===== src/rtl/shot_hit_detector_pkg.sv =====
// Purpose : shared constants, types and FSM encoding for the shot hit detector.
// Latency : n/a (declarations only).
// Backpr. : n/a.
package shot_hit_detector_pkg;

  // Scan geometry and screen size
  localparam int NUM_SLOTS_DEF = 8;
  localparam int SLOT_AW       = $clog2(NUM_SLOTS_DEF);
  localparam int COORD_W       = 10;
  localparam int SCREEN_W      = 640;
  localparam int SCREEN_H      = 480;

  // Width used by the box compare: one sign bit over the coordinate width
  localparam int BOX_W = COORD_W + 1;

  typedef logic [COORD_W-1:0]        coord_t;
  typedef logic signed [COORD_W-1:0] scoord_t;
  typedef logic [SLOT_AW-1:0]        slot_addr_t;

  // FSM encoding
  localparam logic [1:0] S_IDLE  = 2'd0;
  localparam logic [1:0] S_ISSUE = 2'd1;
  localparam logic [1:0] S_CHECK = 2'd2;
  localparam logic [1:0] S_KILL  = 2'd3;

  typedef enum logic [1:0] {
    IDLE  = S_IDLE,
    ISSUE = S_ISSUE,
    CHECK = S_CHECK,
    KILL  = S_KILL
  } state_t;

endpackage


===== src/rtl/shot_hit_detector_if.sv =====
// Purpose : shot-table read port plus kill handshake between table and detector.
// Latency : read data is valid one cycle after slot_addr.
// Backpr. : kill_req is held until the table answers with kill_ack.
// Signals : slot_addr/slot_valid/slot_x/slot_y (read port), kill_req/kill_addr/kill_ack.
interface shot_hit_detector_if;
  import shot_hit_detector_pkg::*;

  slot_addr_t slot_addr;
  logic       slot_valid;
  coord_t     slot_x;
  scoord_t    slot_y;
  logic       kill_req;
  slot_addr_t kill_addr;
  logic       kill_ack;

  // Detector side
  modport master (
    output slot_addr, kill_req, kill_addr,
    input  slot_valid, slot_x, slot_y, kill_ack
  );

  // Shot table side
  modport slave (
    input  slot_addr, kill_req, kill_addr,
    output slot_valid, slot_x, slot_y, kill_ack
  );

endinterface


===== src/rtl/shot_hit_detector_box.sv =====
// Purpose : combinational axis-aligned box overlap test on signed coordinates.
// Latency : 0 cycles (pure combinational).
// Backpr. : none.
// Ports   : a_* / b_* box origin and size (W-bit signed), overlap out.
module box_overlap #(
  parameter int W = 11
) (
  input  logic signed [W-1:0] a_x,
  input  logic signed [W-1:0] a_y,
  input  logic signed [W-1:0] a_w,
  input  logic signed [W-1:0] a_h,
  input  logic signed [W-1:0] b_x,
  input  logic signed [W-1:0] b_y,
  input  logic signed [W-1:0] b_w,
  input  logic signed [W-1:0] b_h,
  output logic                overlap
);

  // One extra bit so origin+size can never wrap, whatever the inputs.
  localparam int E = W + 1;

  logic signed [E-1:0] ax, ay, aw, ah, bx, by, bw, bh;

  assign ax = E'(a_x);
  assign ay = E'(a_y);
  assign aw = E'(a_w);
  assign ah = E'(a_h);
  assign bx = E'(b_x);
  assign by = E'(b_y);
  assign bw = E'(b_w);
  assign bh = E'(b_h);

  assign overlap = (ax + aw > bx) && (ax < bx + bw) &&
                   (ay + ah > by) && (ay < by + bh);

endmodule


===== src/rtl/shot_hit_detector.sv =====
// Purpose : per-frame scan of all shot slots against the duck box; kills the first hit.
// Latency : 2 cycles per slot (addr, then data); a clean scan takes 2*NUM_SLOTS cycles.
// Backpr. : stalls in KILL until the shot table acks; frame_tick while busy sets overrun.
// Ports   : clk/reset, frame_tick, duck_respawn, duck_x/y, tbl (shot table port),
//           hit, score, duck_alive, scan_busy, overrun.
module shot_hit_detector
  import shot_hit_detector_pkg::*;
#(
  parameter int NUM_SLOTS = NUM_SLOTS_DEF,  // must not exceed 2**SLOT_AW
  parameter int DUCK_W    = 32,
  parameter int DUCK_H    = 24,
  parameter int SHOT_W    = 2,
  parameter int SHOT_H    = 4
) (
  input  logic                  clk,
  input  logic                  reset,
  input  logic                  frame_tick,
  input  logic                  duck_respawn,
  input  coord_t                duck_x,
  input  coord_t                duck_y,
  shot_hit_detector_if.master   tbl,
  output logic                  hit,
  output logic [7:0]            score,
  output logic                  duck_alive,
  output logic                  scan_busy,
  output logic                  overrun
);

  localparam slot_addr_t LAST_SLOT = slot_addr_t'(NUM_SLOTS - 1);

  state_t     state_q,     state_d;
  slot_addr_t slot_addr_q, slot_addr_d;
  slot_addr_t kill_addr_q, kill_addr_d;
  logic       hit_q,       hit_d;
  logic [7:0] score_q,     score_d;
  logic       alive_q,     alive_d;
  logic       overrun_q,   overrun_d;

  // Hit test: shot box vs duck box. Coordinates are widened to BOX_W signed;
  // x values are unsigned so they get a zero sign bit, slot_y is sign-extended.
  logic overlap;
  logic hit_now;

  box_overlap #(.W(BOX_W)) u_box (
    .a_x     ({1'b0, tbl.slot_x}),
    .a_y     (BOX_W'(tbl.slot_y)),
    .a_w     (BOX_W'(SHOT_W)),
    .a_h     (BOX_W'(SHOT_H)),
    .b_x     ({1'b0, duck_x}),
    .b_y     ({1'b0, duck_y}),
    .b_w     (BOX_W'(DUCK_W)),
    .b_h     (BOX_W'(DUCK_H)),
    .overlap (overlap)
  );

  // Shots above the top of the screen (negative y) are never hittable.
  assign hit_now = tbl.slot_valid && !tbl.slot_y[COORD_W-1] && overlap;

  always_ff @(posedge clk) begin
    if (!reset) begin
      state_q     <= IDLE;
      slot_addr_q <= '0;
      kill_addr_q <= '0;
      hit_q       <= 1'b0;
      score_q     <= 8'd0;
      alive_q     <= 1'b1;
      overrun_q   <= 1'b0;
    end else begin
      state_q     <= state_d;
      slot_addr_q <= slot_addr_d;
      kill_addr_q <= kill_addr_d;
      hit_q       <= hit_d;
      score_q     <= score_d;
      alive_q     <= alive_d;
      overrun_q   <= overrun_d;
    end
  end

  always_comb begin
    state_d     = state_q;
    slot_addr_d = slot_addr_q;
    kill_addr_d = kill_addr_q;
    hit_d       = 1'b0;
    score_d     = score_q;
    alive_d     = alive_q;
    overrun_d   = overrun_q;

    if (frame_tick && (state_q != IDLE)) begin
      overrun_d = 1'b1;
    end

    case (state_q)
      IDLE: begin
        // A dead duck cannot be hit, so the scan is skipped altogether.
        if (frame_tick && alive_q) begin
          state_d     = ISSUE;
          slot_addr_d = '0;
        end
      end
      ISSUE: begin
        state_d = CHECK;
      end
      CHECK: begin
        if (hit_now) begin
          state_d     = KILL;
          kill_addr_d = slot_addr_q;
        end else if (slot_addr_q == LAST_SLOT) begin
          state_d = IDLE;
        end else begin
          slot_addr_d = slot_addr_q + slot_addr_t'(1);
          state_d     = ISSUE;
        end
      end
      KILL: begin
        // The hit only counts once the table confirms the shot is gone.
        if (tbl.kill_ack) begin
          hit_d   = 1'b1;
          score_d = (score_q == 8'hFF) ? score_q : score_q + 8'd1;
          alive_d = 1'b0;
          state_d = IDLE;
        end
      end
      default: begin
        state_d = IDLE;
      end
    endcase

    // Respawn overrides the death caused by a simultaneous kill ack.
    if (duck_respawn) begin
      alive_d = 1'b1;
    end
  end

  assign tbl.slot_addr = slot_addr_q;
  assign tbl.kill_req  = (state_q == KILL);
  assign tbl.kill_addr = kill_addr_q;
  assign hit           = hit_q;
  assign score         = score_q;
  assign duck_alive    = alive_q;
  assign scan_busy     = (state_q != IDLE);
  assign overrun       = overrun_q;

endmodule

===== src/flat_wrapper.sv =====
// flat-port wrapper written by rule: the top's interface ports become plain ports
module shot_hit_detector_flat import shot_hit_detector_pkg::*;
#(
  parameter int NUM_SLOTS = NUM_SLOTS_DEF,                               
  parameter int DUCK_W    = 32,
  parameter int DUCK_H    = 24,
  parameter int SHOT_W    = 2,
  parameter int SHOT_H    = 4
)
  (clk, reset, frame_tick, duck_respawn, duck_x, duck_y, hit, score, duck_alive, scan_busy, overrun, tbl_slot_addr, tbl_kill_req, tbl_kill_addr, tbl_slot_valid, tbl_slot_x, tbl_slot_y, tbl_kill_ack);
  shot_hit_detector_if tbl_i ();
  input  logic clk;
  input  logic reset;
  input  logic frame_tick;
  input  logic duck_respawn;
  input  coord_t duck_x;
  input  coord_t duck_y;
  output logic hit;
  output logic [7:0] score;
  output logic duck_alive;
  output logic scan_busy;
  output logic overrun;
  output wire logic [$bits(tbl_i.slot_addr)-1:0] tbl_slot_addr;
  output wire logic [$bits(tbl_i.kill_req)-1:0] tbl_kill_req;
  output wire logic [$bits(tbl_i.kill_addr)-1:0] tbl_kill_addr;
  input wire logic [$bits(tbl_i.slot_valid)-1:0] tbl_slot_valid;
  input wire logic [$bits(tbl_i.slot_x)-1:0] tbl_slot_x;
  input wire logic [$bits(tbl_i.slot_y)-1:0] tbl_slot_y;
  input wire logic [$bits(tbl_i.kill_ack)-1:0] tbl_kill_ack;
  assign tbl_slot_addr = tbl_i.slot_addr;
  assign tbl_kill_req = tbl_i.kill_req;
  assign tbl_kill_addr = tbl_i.kill_addr;
  assign tbl_i.slot_valid = tbl_slot_valid;
  assign tbl_i.slot_x = tbl_slot_x;
  assign tbl_i.slot_y = tbl_slot_y;
  assign tbl_i.kill_ack = tbl_kill_ack;
  shot_hit_detector #(.NUM_SLOTS(NUM_SLOTS), .DUCK_W(DUCK_W), .DUCK_H(DUCK_H), .SHOT_W(SHOT_W), .SHOT_H(SHOT_H)) u_core (.clk(clk), .reset(reset), .frame_tick(frame_tick), .duck_respawn(duck_respawn), .duck_x(duck_x), .duck_y(duck_y), .tbl(tbl_i), .hit(hit), .score(score), .duck_alive(duck_alive), .scan_busy(scan_busy), .overrun(overrun));
endmodule

===== config.mk =====
export PLATFORM = sky130hd
export DESIGN_NAME = shot_hit_detector_flat
export DESIGN_NICKNAME = d
export VERILOG_FILES = /design/src/rtl/shot_hit_detector_pkg.sv /design/src/rtl/shot_hit_detector_if.sv /design/src/rtl/shot_hit_detector_box.sv /design/src/rtl/shot_hit_detector.sv /design/src/flat_wrapper.sv
export SDC_FILE = /design/constraint.sdc
export NUM_CORES = 1
export LEC_CHECK = 0
export CAP_MARGIN = 20
export CORE_UTILIZATION = 52
export DETAILED_ROUTE_END_ITERATION = 6
export MAX_ROUTING_LAYER = met4
export PLACE_DENSITY = 0.83
export SYNTH_ARGS = -nofsm -noshare
export SYNTH_HDL_FRONTEND = slang
export SYNTH_SLANG_ARGS = --single-unit
export TNS_END_PERCENT = 100

===== constraint.sdc =====
create_clock -name clk -period 7.6 [get_ports clk]
set_input_delay 1.9 -clock clk [delete_from_list [all_inputs] [get_ports clk]]
set_output_delay 1.9 -clock clk [all_outputs]
set_load 0.02 [all_outputs]

==> results.tsv, run 1 <==
stage	metric	value	unit
placement	# port buffers	64	
critical_path	CP max stage delay	0.58	ns
detailed_routing	DR WL/cell	13.67	um
layout	number of diodes	0	
sta	post-route clock period utilization	0.6424	
floorplanning	Die Height	66.35	um
layout	share of layout cells above drive strength 1	0.05363	
floorplanning	row count	23	
detailed_routing	detailed-route via count	2006	
critical_path	CP Launch Type	input port	
synth	compound-cell area share of the yosys netlist	0.1464	
power_and_ir_drop	Pint	0.1981	mW
critical_path	Worst Path Required	7.79	ns
sta	Max-slew headroom	0.5753	
synth	largest cells by area after synthesis	ha_1 (26%), dfxtp_1 (18%), xnor2_1 (7.7%)	
critical_path	Reg2Reg Depth	7	
grt	largest net degree at the start of global routing	23	
synth	Cell variety after synth	46	
worst_hold_path	Hold Crit Class	flop to flop	
detailed_routing	Iteration-0 DRC Markers	38	
sta	Total Negative Setup Slacks	0	ns
floorplanning	die width	66.35	um
synth	Synth top cells by count	ha_1 (44), inv_1 (25), nand3_1 (20)	
synth	Post-Syn Area	0.002153	mm^2
layout	post-layout net count	408	
critical_path	Worst Setup End Kind	flop	
sta	FMAX	204.8	MHz
floorplanning	Initial Util	0.5383	
grt	first-pass GRT wire length	8107	um
synth	share of the synthesized area in the top cell type	0.2557	
synth	Synth Register Bits	19	
grt	antenna violations before repair	0	
grt	GR Util All Layers	0.2429	
clock_tree	cts repair resizes	0	
power_and_ir_drop	Flop pwr share	0.354	
power_and_ir_drop	Sw Share	0.3127	
sta	Slew Limit Fails	0	
synth	Mapped Cells	251	
synth	multiplexer share of the synthesized area	0.03777	
synth	Seq/Total Area, Yosys	0.1766	
run_status	status	finished clean	
clock_tree	worst skew pair latency	0.26	ns
synth	most frequent cell after synthesis	ha_1	
critical_path	crit path DAT	5.07	ns
layout	filler cell count in the final layout	319	
critical_path	crit path max-delay cell type	clkdlybuf4s50_1	
clock_tree	# hold bufs at CTS	0	
synth	Synth Area in XOR/XNOR	0.1098	
critical_path	maximum fanout along the worst path	6	
layout	area grow syn2layout	34.28	%
floorplanning	Ports	65	
synth	Ys Warns	0	
sta	Slew @ Worst Pin	0.6351	ns
floorplanning	Core Area	0.004000	mm^2
grt	total congestion overflow	0	
synth	area leader, netlist	ha_1	
synth	most used flip-flop cell after synthesis	dfxtp_1	
detailed_routing	router iterations before antenna repair	4	
critical_path	Setup crit start	tbl_slot_x[1]	
critical_path	RR Startpoint	u_core.state_q[0]	
detailed_routing	DR vias/cell	5.466	
sta	clk_skew	0.007384	ns
sta	RSZ-0062 raised after global routing	false	
clock_tree	CTS Root Cell	clkbuf_8	
run	maxcap violations	0	
clock_tree	Clock H-tree levels	1	
clock_tree	clock buffer depth	2	
synth	syn nets	341	
critical_path	Setup CP Type	input port to flop	
synth	Post-Synth Adder-Cell Area	0.2557	
synth	Post-Syn Area per Cell	8.579	um^2
power_and_ir_drop	Pwr per Cell Area	99.68	mW/mm^2
detailed_routing	routed wire length	5018	um
clock_tree	post-CTS setup buffers	0	
critical_path	RR Endpoint	u_core.tbl.slot_addr[1]	
detailed_routing	drt drc	0	
critical_path	setup slack, reg-to-reg	5.44	ns
synth	FFs w/ async S/R, synth	0	
power_and_ir_drop	switching power	0.09012	mW
placement	gpl congestion	0.9161	
clock_tree	Worst-path clk slew	0.07	ns
synth	Simple-Gate Fraction of Synth Area	0.2249	
detailed_routing	Routed Antenna Nets	0	
placement	dpl hpwl	4137	um
synth	main combinational cell family by area after synthesis	adder cells	
sta	post-layout minimum cycle time	4.882	ns
power_and_ir_drop	VDD IR max	107.9	uV
critical_path	critical path, cell by cell	clkdlybuf4s50_1, ha_1, nand3_1, nor2_1, xor2_1, ha_1, and4_1, nand3_1, a21oi_1, a2111oi_4, nor4_4, nand2b_4, mux2i_1	
power_and_ir_drop	Leakage	1.276	nW
sta	Final setup viols	0	
critical_path	CP Capture Point	u_core.tbl.slot_addr[1]	
synth	Post-synth EDFFs	0	
sta	Final Hold Viols	0	
grt	vias in the first global route	1943	
power_and_ir_drop	clock group share of total power	0.245	
layout	final core occ	0.7229	
floorplanning	DIE AREA	0.004402	mm^2
power_and_ir_drop	Comb power frac	0.401	
clock_tree	CTS tree	done	
clock_tree	CTS buffer count	3	
clock_tree	clk sink count	19	
## kinds of logic (layout without fill, tap and decap cells)
logic type,after synthesis,after routing
AND/OR/NAND/NOR,84,84
adder cells (fa/ha/maj),44,44
flip-flops,19,19
XOR/XNOR,27,27
AO/OA/AOI/OAI,42,42
multiplexers,8,8
buffers and inverters,27,93
## sequential cells by signal (all words and copies together), names as in the netlist
register              flops
u_core.duck_alive         1
u_core.state_q            2
u_core.tbl.kill_addr      3
u_core.tbl.slot_addr      3
u_core.hit                1
u_core.score              8
u_core.overrun            1
## layout make-up
cell class	count	area, um^2	share of cell area
sequential	19	380.4	0.1315
clock buffer	3	41.29	0.01428
tap	50	62.56	0.02164
inverter	25	93.84	0.03245
clock inverter	1	5.005	0.001731
multi-input combinational	205	1668	0.5768
timing repair buffer	64	640.6	0.2215
## worst min-delay path by stage
stage | start | end | slack [ns] | cells past startpoint
floorplan | u_core.state_q[0] | u_core.state_q[1] | 0.52 | 2
global placement | u_core.overrun | u_core.overrun | 0.47 | 2
detailed placement | u_core.overrun | u_core.overrun | 0.49 | 2
CTS | u_core.duck_alive | u_core.duck_alive | 0.51 | 2
global route | u_core.duck_alive | u_core.duck_alive | 0.53 | 2
finish | u_core.duck_alive | u_core.duck_alive | 0.51 | 2
## power by group through the flow
stage / Sequential [mW] / Combinational [mW] / Clock [mW]
2_1_floorplan: 0.105 / 0.0661 / 0
3_3_place_gp: 0.104 / 0.112 / 0
3_5_place_dp: 0.104 / 0.114 / 0
4_1_cts: 0.102 / 0.116 / 0.0717
5_1_grt: 0.102 / 0.129 / 0.0755
6_report: 0.102 / 0.116 / 0.0706
## layer usage
metal | part of all wire | GRT usage | vias up
met2 | 0.48 | 0.4375 | 49
met5 | 0 | - | -
li1 | - | - | 1030
met1 | 0.46 | 0.2847 | 918
met4 | 0.012 | 0.05851 | 0
met3 | 0.043 | 0.02931 | 9
## cell usage in the layout, fill, tap and decap left out, types with 3 or more instances in the layout
master,instances
and3_4,3
a21oi_1,10
o21ai_0,4
clkdlybuf4s50_1,64
o21a_1,3
nor2b_1,10
nor3_1,4
dfxtp_1,19
xnor2_1,19
nor2_1,5
and3_1,4
inv_1,25
and2_1,7
mux2i_1,7
xor2_1,8
clkbuf_8,3
a21o_1,4
nand3_1,20
nand2_1,17
ha_1,44
o2111ai_1,3
nand4_1,4
## stage by stage
stage	instance area [um^2]	hold WS (ns)	setup WS, ns	total power, mW	std cells
after global routing	2892	0.5328	2.418	0.3071	367
after CTS	2892	0.5089	2.684	0.2894	367
after global placement	2845	0.4713	2.533	0.2161	363
after detailed placement	2845	0.4924	2.402	0.2188	363
after floorplan	2153	0.5166	3.412	0.1710	251
final	2892	0.5073	2.718	0.2882	367
## worst max-delay path, delay by kind of cell
family,cells,cell delay [ns]
compound gates,2,0.33
xor+xnor,1,0.09
fa+ha+maj,2,0.59
simple gates,6,1.39
buf+inv,1,0.58
mux,1,0.18
No activity file was read; power rests on OpenSTA's default activity.
==> run 2: changes to the inputs <==
- CORE_UTILIZATION: 52 -> 43
- PLACE_DENSITY: 0.83 -> 0.73
- clock period: 7.6 -> 4.3 ns (I/O delays scaled with it)
==> results.tsv, run 2 (synthesized netlist as in run 1, its figures left out) <==
stage	metric	value	unit	change
detailed_routing	router iterations before antenna repair	4		unchanged
floorplanning	Ports	65		unchanged
clock_tree	cts repair resizes	0		unchanged
floorplanning	Die Height	72.77	um	+9.7%
floorplanning	DIE AREA	0.005295	mm^2	+20%
placement	dpl hpwl	4111	um	-0.62%
layout	commonest non-fill, non-tap cell in the layout	clkdlybuf4s50_1		
grt	met1 Track Usage GR	0.2618		-0.02290
floorplanning	Initial Util	0.4499		-0.08838
sta	Total Negative Setup Slacks	0	ns	unchanged
clock_tree	CTS tree	done		
clock_tree	post-CTS setup buffers	0		unchanged
grt	met2 usage	0.3126		-0.1249
placement	placed inst area	0.002889	mm^2	+1.5%
placement	# port buffers	64		unchanged
sta	RSZ-0062 raised after global routing	false		
detailed_routing	DR vias/cell	5.127		-6.2%
detailed_routing	DR WL/cell	12.58	um	-8.0%
critical_path	maximum fanout along the worst path	6		unchanged
grt	first-pass GRT wire length	8079	um	-0.35%
sta	post-layout minimum cycle time	3.858	ns	
layout	area grow syn2layout	36.32	%	
grt	antenna violations before repair	0		unchanged
sta	Min Hold Slack	0.5062	ns	-0.001109 ns
sta	Final Hold Viols	0		unchanged
placement	gpl congestion	0.8333		-9.0%
grt	GR Util met3	0.03315		+0.003839
worst_hold_path	Hold Crit Class	flop to flop		
clock_tree	clk sink count	19		unchanged
layout	max FFs per register	8		unchanged
run_status	status	finished clean		
sta	clk_skew	0.003987	ns	-0.003397 ns
layout	share of layout cells above drive strength 1	0.06250		+0.008872
critical_path	Setup CP Type	input port to flop		
critical_path	Worst Setup End Kind	flop		
sta	Final setup viols	0		unchanged
clock_tree	CTS Root Cell	clkbuf_8		
power_and_ir_drop	VDD IR max	199.1	uV	+85%
sta	Slew @ Worst Pin	0.6417	ns	+0.006664 ns
clock_tree	Worst-path clk slew	0.07	ns	about the same
layout	Final Instance Area	0.002935	mm^2	+1.5%
clock_tree	CTS buffer count	3		unchanged
clock_tree	Clock H-tree levels	1		unchanged
sta	post-route clock period utilization	0.8972		
critical_path	CP Launch Type	input port		
detailed_routing	detailed-route via count	1984		-1.1%
sta	Max-slew headroom	0.5708		-0.004457
layout	filler cell count in the final layout	429		+34%
layout	post-layout net count	411		+0.74%
power_and_ir_drop	Pwr per Cell Area	172.5	mW/mm^2	+73%
sta	FMAX	259.2	MHz	
critical_path	Reg2Reg Depth	8		+1
worst_hold_path	WHS Path Cells	2		unchanged
clock_tree	worst skew pair latency	0.25	ns	about the same
grt	GR Util All Layers	0.1953		-0.04764
sta	Slew Limit Fails	0		unchanged
run	maxcap violations	0		unchanged
layout	number of diodes	0		unchanged
grt	vias in the first global route	1859		-4.3%
grt	total congestion overflow	0		unchanged
power_and_ir_drop	Leakage	1.291	nW	+1.2%
layout	most frequent cells in the layout	clkdlybuf4s50_1 (64), ha_1 (44), inv_1 (25), nand3_1 (20)		
clock_tree	# hold bufs at CTS	0		unchanged
clock_tree	clock buffer depth	2		unchanged
floorplanning	die width	72.77	um	+9.7%
floorplanning	row count	25		+8.7%
floorplanning	Core Area	0.004786	mm^2	+20%
grt	Most Used Layer, Global Route	met2		
detailed_routing	drt drc	0		unchanged
detailed_routing	routed wire length	4870	um	-2.9%
layout	footprint of the multi-input gates	0.001668	mm^2	unchanged
detailed_routing	Iteration-0 DRC Markers	38		unchanged
layout	Reg area	380.4	um^2	unchanged
detailed_routing	Routed Antenna Nets	0		unchanged
critical_path	crit path DAT	4.04	ns	-1.03 ns
grt	largest net degree at the start of global routing	23		unchanged
critical_path	Worst Path Required	4.49	ns	-3.30 ns
-- run 2: cell types whose count changed in the layout (fill, tap and decap cells not counted) --
cell   previous run  this run
buf_4             0         3
-- run 2: metal layers --
| layer | vias up | part of all wire |
|---|---|---|
| li1 | 1034 | - |
| met1 | 901 | 0.51 |
| met2 | 43 | 0.45 |
| met3 | 6 | 0.035 |
| met4 | 0 | 0.011 |
| met5 | - | 0 |
-- run 2: cell type report --
class	count	area share
clock buffer	3	0.01407
clock inverter	1	0.001705
inverter	25	0.03197
multi-input combinational	205	0.5682
sequential	19	0.1296
tap	67	0.02856
timing repair buffer	67	0.2259
-- run 2: through the flow --
stage	std cells	setup slack, ns	power, mW	util
finish	387	0.4421	0.5063	0.6133
global placement	383	0.1891	0.3854	0.6037
floorplan	251	0.9373	0.3023	-
CTS	387	0.4293	0.5121	0.6133
detailed placement	383	0.1773	0.3875	0.6037
global route	387	0.1551	0.5454	0.6133
-- run 2: final timing paths --
path                     start                       to  slack [ns]
min          u_core.duck_alive        u_core.duck_alive        0.51
max              tbl_slot_x[1]  u_core.tbl.slot_addr[0]        0.44
min reg2reg  u_core.duck_alive        u_core.duck_alive        0.51
max reg2reg  u_core.state_q[1]  u_core.tbl.slot_addr[0]        2.36
-- run 2: power by group --
| group | leakage, nW | total [mW] | switching, mW | internal (mW) |
|---|---|---|---|---|
| Clock | 0.0255 | 0.122 | 0.0581 | 0.0644 |
| Combinational | 1.11 | 0.203 | 0.0954 | 0.108 |
| Sequential | 0.154 | 0.180 | 0.00210 | 0.178 |
| Total | 1.29 | 0.506 | 0.156 | 0.351 |
-- run 2: worst max-delay path: stages --
cell and delay [ns]:
clkdlybuf4s50_1 0.58, ha_1 0.25, nand3_1 0.13, nor2_1 0.15, xor2_1 0.08, ha_1 0.34
and4_1 0.21, nand3_1 0.12, a21oi_1 0.23, a2111oi_4 0.09, nor4_4 0.27, buf_4 0.19
nand2b_4 0.15, mux2i_1 0.18
==> run 3: changes to the inputs <==
- SETUP_SLACK_MARGIN: unset -> 0.4
==> results.tsv, run 3 (synthesized netlist as in run 1, its figures left out) <==
stage	metric	value	unit	change
layout	share of layout cells above drive strength 1	0.07500		+0.01250
detailed_routing	DR vias/cell	5.155		+0.55%
layout	number of diodes	0		unchanged
layout	final core occ	0.6186		+0.005229
worst_hold_path	Hold Crit Class	flop to flop		
clock_tree	Clock H-tree levels	1		unchanged
sta	Total Negative Setup Slacks	0	ns	unchanged
floorplanning	row count	25		unchanged
layout	post-layout net count	411		unchanged
sta	Slew @ Worst Pin	0.6358	ns	-0.005953 ns
sta	Final setup viols	0		unchanged
power_and_ir_drop	VDD IR max	199.3	uV	+0.11%
detailed_routing	DR WL/cell	12.79	um	+1.6%
layout	Final Instance Area	0.002960	mm^2	+0.85%
floorplanning	Die Height	72.77	um	unchanged
floorplanning	Core Area	0.004786	mm^2	unchanged
run	maxcap violations	0		unchanged
sta	FMAX	266.2	MHz	+2.7%
sta	clk_skew	0.004123	ns	+0.0001361 ns
floorplanning	Ports	65		unchanged
critical_path	Reg2Reg Depth	8		unchanged
layout	commonest non-fill, non-tap cell in the layout	clkdlybuf4s50_1		
clock_tree	clock buffer depth	2		unchanged
critical_path	RR Endpoint	u_core.tbl.slot_addr[0]		
placement	placed inst area	0.002889	mm^2	unchanged
sta	Max-slew headroom	0.5748		+0.003981
layout	filler cell count in the final layout	424		-1.2%
clock_tree	CTS buffer count	3		unchanged
sta	Final Hold Viols	0		unchanged
worst_hold_path	WHS Path Cells	2		unchanged
grt	largest net degree at the start of global routing	23		unchanged
grt	total congestion overflow	0		unchanged
placement	gpl congestion	0.8333		unchanged
detailed_routing	Iteration-0 DRC Markers	40		+5.3%
worst_hold_path	Hold Path End	u_core.duck_alive		
power_and_ir_drop	Final Power	0.5102	mW	+0.76%
clock_tree	CTS tree	done		
clock_tree	# hold bufs at CTS	0		unchanged
detailed_routing	detailed-route via count	1995		+0.55%
clock_tree	Worst-path clk slew	0.07	ns	about the same
detailed_routing	router iterations before antenna repair	4		unchanged
power_and_ir_drop	Leakage	1.327	nW	+2.8%
critical_path	setup slack, reg-to-reg	2.34	ns	-0.02 ns
detailed_routing	Routed Antenna Nets	0		unchanged
placement	# port buffers	64		unchanged
floorplanning	DIE AREA	0.005295	mm^2	unchanged
clock_tree	clk sink count	19		unchanged
run_status	status	finished clean		
critical_path	Worst Setup End Kind	flop		
floorplanning	die width	72.77	um	unchanged
sta	Slew Limit Fails	0		unchanged
grt	first-pass GRT wire length	8079	um	unchanged
clock_tree	CTS Root Cell	clkbuf_8		
grt	antenna violations before repair	0		unchanged
power_and_ir_drop	Pwr per Cell Area	172.3	mW/mm^2	about the same
placement	dpl hpwl	4111	um	unchanged
critical_path	RR Startpoint	u_core.state_q[0]		
grt	vias in the first global route	1859		unchanged
sta	post-route clock period utilization	0.8736		-0.02356
critical_path	Setup CP Type	input port to flop		
layout	area grow syn2layout	37.48	%	
critical_path	CP Launch Type	input port		
layout	most frequent cells in the layout	clkdlybuf4s50_1 (60), ha_1 (43), inv_1 (25), nand3_1 (20)		
sta	post-layout minimum cycle time	3.757	ns	-0.1013 ns
grt	GR Util All Layers	0.1953		unchanged
layout	max FFs per register	8		unchanged
critical_path	crit path DAT	3.94	ns	-0.10 ns
sta	RSZ-0062 raised after global routing	false		
detailed_routing	routed wire length	4948	um	+1.6%
critical_path	maximum fanout along the worst path	6		unchanged
clock_tree	worst skew pair latency	0.26	ns	about the same
worst_hold_path	hold_sp	u_core.duck_alive		
detailed_routing	drt drc	0		unchanged
critical_path	Worst Path Required	4.49	ns	about the same
floorplanning	Initial Util	0.4499		unchanged
-- run 3: metrics by stage --
stage	cells	hold slack [ns]	setup slack, ns
finish	387	0.5062	0.5434
global route	387	0.5427	0.3779
CTS	387	0.5078	0.4293
detailed placement	383	0.4975	0.1773
global placement	383	0.4770	0.1891
floorplan	251	0.5166	0.9373
-- run 3: how the worst max path moves through the flow --
stage                             start                 endpoint  slack (ns)  cells after the start
after floorplan           tbl_slot_x[1]  u_core.tbl.slot_addr[0]        0.94                     12
after global placement    tbl_slot_x[1]  u_core.tbl.slot_addr[1]        0.19                     14
after detailed placement  tbl_slot_x[1]  u_core.tbl.slot_addr[0]        0.18                     14
after CTS                 tbl_slot_x[1]  u_core.tbl.slot_addr[0]        0.43                     14
after global routing      tbl_slot_x[4]  u_core.tbl.kill_addr[0]        0.38                     14
final                     tbl_slot_y[6]  u_core.tbl.slot_addr[0]        0.54                     13
-- run 3: where the power goes --
part / internal (mW) / switching [mW]
Sequential: 0.178 / 0.00212
Combinational: 0.109 / 0.0978
Clock: 0.0644 / 0.0585
-- run 3: routing by layer --
| layer | global-route usage | up-vias | routed length, um |
|---|---|---|---|
| li1 | - | 1034 | - |
| met1 | 0.2618 | 911 | 2457 |
| met2 | 0.3126 | 44 | 2256 |
| met3 | 0.03315 | 6 | 180 |
| met4 | 0.03268 | 0 | 55 |
| met5 | - | - | 0 |
-- run 3: worst max-delay path, cell delays in order --
cell,delay [ns]
clkdlybuf4s50_1,0.57
and3_1,0.18
nand3_1,0.12
or2_2,0.33
xnor2_1,0.13
ha_1,0.29
o2111ai_1,0.11
a211oi_1,0.23
o31ai_1,0.15
nor4_4,0.22
buf_4,0.19
nand2b_4,0.15
mux2i_1,0.19
-- run 3: area by class of cell --
cell class | instances | area [um^2] | share of cell area
repair buffers | 67 | 673.1 | 0.2274
inverters | 25 | 93.84 | 0.03170
clock buffers | 3 | 41.29 | 0.01395
flip-flops and latches | 19 | 380.4 | 0.1285
multi-input cells | 205 | 1683 | 0.5685
well taps | 67 | 83.83 | 0.02832
clock inverters | 1 | 5.005 | 0.001691
-- run 3: what timing repair did --
action / in CTS / in global routing
endpoints found under the setup margin: 0 / 8
gates resized for setup: 0 / 9
hold endpoints to repair: 0 / 0
buffers inserted: 0 / 0
